[config.mk]
export PLATFORM = sky130hd
export DESIGN_NAME = imem_loader
export DESIGN_NICKNAME = d
export VERILOG_FILES = /design/src/rtl/imem_loader.sv
export SDC_FILE = /design/constraint.sdc
export NUM_CORES = 1
export LEC_CHECK = 0
export CAP_MARGIN = 30
export CORE_ASPECT_RATIO = 1.1
export CORE_MARGIN = 3
export CORE_UTILIZATION = 57
export CTS_CLUSTER_SIZE = 25
export DETAILED_ROUTE_END_ITERATION = 8
export PLACE_DENSITY = 0.87
export SLEW_MARGIN = 20
export SYNTH_ARGS = -nofsm -noshare
export SYNTH_HDL_FRONTEND = slang
export SYNTH_SLANG_ARGS = --single-unit
[constraint.sdc]
create_clock -name clock -period 6.96 [get_ports clock]
set_clock_uncertainty 0.05 [all_clocks]
set_input_delay 0.696 -clock clock [delete_from_list [all_inputs] [get_ports clock]]
set_output_delay 0.696 -clock clock [all_outputs]
set_load 0.02 [all_outputs]
[src/rtl/imem_loader.sv]
// Byte-stream program loader: length-prefixed bytes are packed big-endian into
// 32-bit words and written to consecutive imem addresses while the CPU is held.
module imem_loader #(
  parameter logic [31:0] BASE_ADDR = 32'h0000_0000,
  parameter int          DEPTH     = 256
) (
  input  logic        clock,
  input  logic        reset,
  input  logic        start,
  input  logic        in_valid,
  input  logic [7:0]  in_data,
  output logic        in_ready,
  output logic        imem_we,
  output logic [31:0] imem_addr,
  output logic [31:0] imem_wdata,
  output logic        cpu_hold,
  output logic        busy,
  output logic        done,
  output logic        error,
  output logic [15:0] words_loaded
);

  typedef enum logic [2:0] {
    S_IDLE,
    S_LEN_HI,
    S_LEN_LO,
    S_DATA,
    S_WRITE,
    S_DONE,
    S_ERROR
  } state_t;

  localparam logic [16:0] DEPTH_W = 17'(DEPTH);

  state_t      state_reg, state_next;
  logic [15:0] len_reg, len_next;
  logic [1:0]  k_reg, k_next;
  logic [15:0] wl_reg, wl_next;
  logic [31:0] addr_reg, addr_next;

  logic        in_ready_reg, in_ready_next;
  logic        we_reg, we_next;
  logic        hold_reg, hold_next;
  logic        busy_reg, busy_next;
  logic        done_reg, done_next;
  logic        error_reg, error_next;

  logic        xfer;
  logic [15:0] len_full;
  logic [15:0] count_inc;

  assign xfer      = in_valid & in_ready_reg;
  assign len_full  = {len_reg[15:8], in_data};
  assign count_inc = wl_reg + 16'd1;

  always_ff @(posedge clock or posedge reset) begin
    if (reset) begin
      state_reg    <= S_IDLE;
      len_reg      <= 16'd0;
      k_reg        <= 2'd0;
      wl_reg       <= 16'd0;
      addr_reg     <= BASE_ADDR;
      in_ready_reg <= 1'b0;
      we_reg       <= 1'b0;
      hold_reg     <= 1'b1;
      busy_reg     <= 1'b0;
      done_reg     <= 1'b0;
      error_reg    <= 1'b0;
    end else begin
      state_reg    <= state_next;
      len_reg      <= len_next;
      k_reg        <= k_next;
      wl_reg       <= wl_next;
      addr_reg     <= addr_next;
      in_ready_reg <= in_ready_next;
      we_reg       <= we_next;
      hold_reg     <= hold_next;
      busy_reg     <= busy_next;
      done_reg     <= done_next;
      error_reg    <= error_next;
    end
  end

  always_comb begin
    state_next = state_reg;
    len_next   = len_reg;
    k_next     = k_reg;
    wl_next    = wl_reg;
    addr_next  = addr_reg;

    case (state_reg)
      S_IDLE, S_DONE, S_ERROR: begin
        if (start) begin
          state_next = S_LEN_HI;
          wl_next    = 16'd0;
          k_next     = 2'd0;
          addr_next  = BASE_ADDR;
        end
      end
      S_LEN_HI: begin
        if (xfer) begin
          len_next   = {in_data, len_reg[7:0]};
          state_next = S_LEN_LO;
        end
      end
      S_LEN_LO: begin
        if (xfer) begin
          len_next = len_full;
          if (len_full == 16'd0)
            state_next = S_DONE;
          else if ({1'b0, len_full} > DEPTH_W)
            state_next = S_ERROR;
          else
            state_next = S_DATA;
        end
      end
      S_DATA: begin
        if (xfer) begin
          k_next = k_reg + 2'd1;
          if (k_reg == 2'd3)
            state_next = S_WRITE;
        end
      end
      S_WRITE: begin
        // Address tracks BASE_ADDR + 4*words_loaded; wraps naturally at 2^32.
        wl_next    = count_inc;
        addr_next  = addr_reg + 32'd4;
        state_next = (count_inc == len_reg) ? S_DONE : S_DATA;
      end
      default: state_next = S_IDLE;
    endcase
  end

  // Outputs are decoded from the next state so they appear registered in-state.
  always_comb begin
    in_ready_next = (state_next == S_LEN_HI) || (state_next == S_LEN_LO) ||
                    (state_next == S_DATA);
    we_next       = (state_next == S_WRITE);
    busy_next     = (state_next == S_LEN_HI) || (state_next == S_LEN_LO) ||
                    (state_next == S_DATA)   || (state_next == S_WRITE);
    done_next     = (state_next == S_DONE);
    error_next    = (state_next == S_ERROR);
    hold_next     = (state_next != S_DONE);
  end

  // One byte lane per word byte; byte k lands in bits [31-8k -: 8].
  genvar gi;
  generate
    for (gi = 0; gi < 4; gi++) begin : g_lane
      logic [7:0] lane_reg;
      always_ff @(posedge clock or posedge reset) begin
        if (reset)
          lane_reg <= 8'd0;
        else if ((state_reg == S_DATA) && xfer && (k_reg == 2'(gi)))
          lane_reg <= in_data;
      end
    end
  endgenerate

  assign imem_wdata   = {g_lane[0].lane_reg, g_lane[1].lane_reg,
                         g_lane[2].lane_reg, g_lane[3].lane_reg};
  assign imem_addr    = addr_reg;
  assign in_ready     = in_ready_reg;
  assign imem_we      = we_reg;
  assign cpu_hold     = hold_reg;
  assign busy         = busy_reg;
  assign done         = done_reg;
  assign error        = error_reg;
  assign words_loaded = wl_reg;

endmodule

=== Yosys cells after proc, flatten, opt, wreduce, memory -nomap -nowiden ===
Cells that the tools add are included.

* Register bits after elaboration: 107
* Bits in latches: 0
* Memory bits (writable): 0
* Memory bits (read-only): 0
* Input bits: 12
* Output and inout bits: 86
* Memories: 0

* $add $sub $neg: 3
* $mul: 0
* Div/mod/pow operators: 0
* Magnitude comparators: 1
* Eq/ne operators: 19
* Shift-type cells: 0
* Mux-type cells: 19
* Bitwise logic cells: 3
* Reductions and logical operators: 18

{| class="wikitable"
|+ Operators with widths
! kind !! count
|-
| $pmux 16 s2 || 2
|-
| $pmux 32 s2 || 1
|-
| $add 32x3->32 const B || 1
|-
| $mux 16 || 2
|-
| $mux 32 || 1
|-
| $mux 3 || 8
|-
| $eq 3x3->1 const B || 6
|-
| $add 16x1->16 const B || 1
|-
| $eq 16x16->1 || 1
|-
| $gt 16x9->1 const B || 1
|-
| $logic_not 16->1 || 1
|-
| $pmux 3 s5 || 1
|-
| $eq 3x2->1 const B || 4
|-
| $reduce_and 3->1 || 3
|-
| $mux 8 || 1
|-
| $eq 3x1->1 const B || 2
|-
| $logic_and 1x1->1 || 5
|-
| $eq 2x2->1 const B || 2
|-
| $mux 2 || 2
|-
| $ne 2x2->1 const B || 2
|-
| $pmux 2 s2 || 1
|-
| $reduce_bool 2->1 || 2
|-
| $logic_not 3->1 || 1
|-
| $logic_or 1x1->1 || 3
|-
| other kinds (8) || 9
|}

=== Depth between registers and ports, before layout ===
* Depth after elaboration: 9
* Gate-level depth with buffers: 9

=== Worst setup path after synthesis ===
OpenSTA, ideal clock, no wires.

* Kind: reg-to-reg
* From: register wl_reg[0] (netlist: words_loaded[0])
* To: register error_reg (netlist: error)
* Setup time: 73 ps
* Arrival time: 2438 ps
* Setup slack: 4399 ps
* Cell stages (with the launch flop): 9
* Buffers on the path: 0
* Period minus slack after synthesis: 2561 ps
* Path through: dfrtp_1 -> ha_1 -> xor3_1 -> a2111oi_0 -> nand4_1 -> nor4b_2 -> nand4_2 -> o21ai_4 -> a21boi_2

* Word-level cells in the longest chain between the ends: 5

{| class="wikitable"
|+ RTL lines
! item !! RTL line !! text
|-
| start, declared || 38 || <nowiki>logic [15:0] wl_reg, wl_next;</nowiki>
|-
| start signal, assigned || 73 || <nowiki>wl_reg <= wl_next;</nowiki>
|-
| $add 16x1->16 || 54 || <nowiki>assign count_inc = wl_reg + 16'd1;</nowiki>
|-
| $eq 16x16->1 || 128 || <nowiki>state_next = (count_inc == len_reg) ? S_DONE : S_DATA;</nowiki>
|-
| $mux 3 || 128 ||
|-
| $pmux 3 s5 || 91 || <nowiki>case (state_reg)</nowiki>
|-
| named net state_next[2] || 35 || <nowiki>state_t state_reg, state_next;</nowiki>
|-
| $eq 3x3->1 || 142 || <nowiki>error_next = (state_next == S_ERROR);</nowiki>
|-
| named net error_next || 46 || <nowiki>logic error_reg, error_next;</nowiki>
|-
| end signal, assigned || 80 || <nowiki>error_reg <= error_next;</nowiki>
|-
| end, declared || 46 ||
|}

The timed path passes the listed nets, and every way through them passes these cells.
A chain may end at the register's enable or synchronous reset.

=== Worst setup path after layout ===
Ends and elaborated chain as after synthesis.

==> impl_metrics.py <==
metrics = {
    "placed_design": {
        "place_congestion": 0.859,
        "io_buffers": 95,
        "place_hpwl_um": 9010,
    },
    "synth": {
        "postSynthCellCount": 514,
        "synth_top_area_share_pct": 48.7,
        "synth_edf_count": 0,
        "yosys.area.top_type": "dfrtp_1",
        "synth_area_leaders": "dfrtp_1, mux2_2, nand2_1",
        "yosysUniqueCellTypes": 66,
        "synth_commonest_cells": "dfrtp_1, nand2_1, o21ai_0",
        "yosysMostFrequentCell": "dfrtp_1",
        "yosysWarnings": 0,
        "seq_area_frac_synth_pct": 49.2,
        "avgSynthCellArea_um2": 10.4,
        "syn_area_mm2": 0.00534,
        "synth-seq-cells": 105,
        "yosys_most_used_dff": "dfrtp_1",
        "synthArstFlopShare_pct": 100,
    },
    "timing": {
        "fmax_mhz": 339,
        "worst_pin_slew_ns": 0.957,
        "period_minus_slack_ns": 2.95,
        "finalSetupViolCount": 0,
        "fin_crit_sh_pct": 42.4,
        "rsz0062_at_grt": "false",
        "tns_ns": 0,
        "hold_viol_final": 0,
        "slew_headroom_pct": 36.1,
        "maxSlewViolCount": 0,
    },
    "worst_setup_path": {
        "end_kind": "flop",
        "cp_data_required_time_ns": 7.21,
        "critPathArrivalTime_ns": 3.21,
        "crit_type": "reg2reg",
        "crit_path_max_incr_delay_ns": 0.52,
        "slowest_stage": "dfrtp_1",
        "worstPathMaxFanout": 7,
        "worstPathCellList": "ha_1 -> xor3_1 -> a2111oi_0 -> nand4_1 -> nor4b_2 -> nand4_2 -> o21ai_4 -> a21boi_2",
        "start_kind": "flop",
    },
    "layout": {
        "seq_area_mm2": 0.00263,
        "syn2layout_area_growth_pct": 23.1,
        "diodes": 0,
        "nFillCells": 647,
        "largest_reg_flops": 32,
        "drive_gt1_share_pct": 14.2,
        "multi_input_comb_area_mm2": 0.00256,
        "nets": 618,
    },
    "clock_network": {
        "cts_made_buffers": 9,
        "cts_tree": "done",
        "cts.sinks": 105,
        "clkSlewWorstSetupHoldPaths_ns": 0.10,
        "clockRootBuffer": "clkbuf_8",
        "post_cts_buffers": 0,
        "clk_latency_ns": 0.38,
        "cts_max_level": 3,
        "cts_buffer_depth": 2,
        "cts_hold_buf": 0,
        "cts_resized": 0,
    },
    "global_route": {
        "antenna_found_initial": 0,
        "grt_pass1_wl_um": 21200,
        "grt_util_all_layers_pct": 25.2,
        "first_global_vias": 4246,
        "grt_max_degree": 71,
        "grt_overflow": 0,
    },
    "route": {
        "top_layer_used": "met4",
        "route.detailed.drc": 0,
        "wl_met2_um": 6230,
        "routed_wl_um": 12900,
        "met3_length_um": 980,
        "drt-met1-wl_um": 5370,
        "drt-initial-drc-count": 291,
        "via_per_inst": 6.09,
        "post_drt_wl_per_cell_um": 18.0,
        "drt-pass1-iter-count": 5,
        "ant_nets": 0,
        "route.vias.total": 4382,
    },
    "job": {
        "maxCapViolCount": 0,
    },
    "power_and_ir_drop": {
        "powerDensity_mw_per_mm2": 341,
        "p_leak_nw": 2.77,
        "power_w": 0.00225,
        "peakVddDrop_uv": 325,
    },
    "floorplan": {
        "coreArea_mm2": 0.00901,
        "dieArea_mm2": 0.0106,
        "start_util_pct": 59.3,
        "die-height_um": 108,
        "die_w_um": 98.3,
        "io_pins": 98,
        "num_rows": 36,
    },
    "run_status": {
        "status": "completed",
    },
    "worst_hold_path": {
        "hold_class": "reg2reg",
    },
}
==> area by class of cell <==
class	instances	share of cell area (%)
Multi-Input combinational cell	375	38.9
Clock inverter	6	1.37
Clock buffer	10	2.09
Inverter	10	0.608
Tap cell	114	2.17
Sequential cell	105	40.0
Timing Repair Buffer	99	14.9
==> per-stage QoR <==
stage	hold slack, ns	cell area [um2]	utilization, %	setup WS (ns)	instances
6_report	0.454	6580	73.0	4.01	719
5_1_grt	0.474	6580	73.0	3.86	719
4_1_cts	0.450	6570	73.0	4.07	718
3_5_place_dp	0.432	6340	70.4	4.04	702
3_3_place_gp	0.428	6340	70.4	4.10	702
2_1_floorplan	0.433	5350	-	3.46	515
==> path summary, 6_finish.rpt <==
path                       cells past startpoint  slack, ns                    end            start
max                                            8       4.01                  error  words_loaded[0]
min                                            1       0.45          imem_addr[31]    imem_addr[31]
max reg2reg                                    8       4.01                  error  words_loaded[0]
min reg2reg                                    1       0.45          imem_addr[31]    imem_addr[31]
max in group asynchronous                      3       5.02  g_lane[3].lane_reg[1]            reset
min in group asynchronous                      2       0.62          imem_addr[27]            reset
==> power by group <==
| group | leakage (nW) | switching, W | internal, W | total [W] |
|---|---|---|---|---|
| Sequential | 1.38 | 0.000150 | 0.000778 | 0.000928 |
| Clock | 0.113 | 0.000212 | 0.000214 | 0.000426 |
| Combinational | 1.28 | 0.000464 | 0.000430 | 0.000893 |
==> layout by cell type, fill, tap and decap left out, types with 4 or more instances in the layout <==
| cell type | instances |
|---|---|
| a21oi_1 | 4 |
| buf_4 | 4 |
| clkbuf_8 | 10 |
| clkdlybuf4s50_1 | 95 |
| dfrtp_1 | 104 |
| ha_1 | 6 |
| inv_1 | 9 |
| mux2_2 | 40 |
| mux2i_1 | 14 |
| nand2_1 | 78 |
| nand3_1 | 23 |
| nand4_1 | 11 |
| nor2_1 | 31 |
| nor2b_1 | 10 |
| nor3_1 | 5 |
| nor4_1 | 5 |
| nor4_2 | 4 |
| o211ai_1 | 8 |
| o21ai_0 | 42 |
| o31ai_1 | 10 |
| xnor2_1 | 15 |
| xor2_1 | 5 |
==> per-layer routing <==
layer	vias up	GRT usage, %
li1	1995	-
met1	2162	32.6
met2	195	40.2
met3	30	5.64
met4	0	11.9
met5	-	0
==> cell families after synthesis <==
kind of cell / after synthesis / synth area share (%)
AO/OA/AOI/OAI: 87 / 10.5
XOR/XNOR: 21 / 3.72
adder cells (fa/ha/maj): 6 / 1.40
buffers and inverters: 35 / 2.97
flip-flops: 105 / 49.2
multiplexers: 54 / 11.1
other: 1 / 0.0702
AND/OR/NAND/NOR: 205 / 21.1
==> critical path, delay by kind of cell (launching register included) <==
family | cells | cell delay, ns
fa+ha+maj | 1 | 0.31
flops | 1 | 0.52
simple gates | 3 | 0.65
compound gates | 3 | 0.89
xor+xnor | 1 | 0.46
Power figures use the tool's default switching activity.
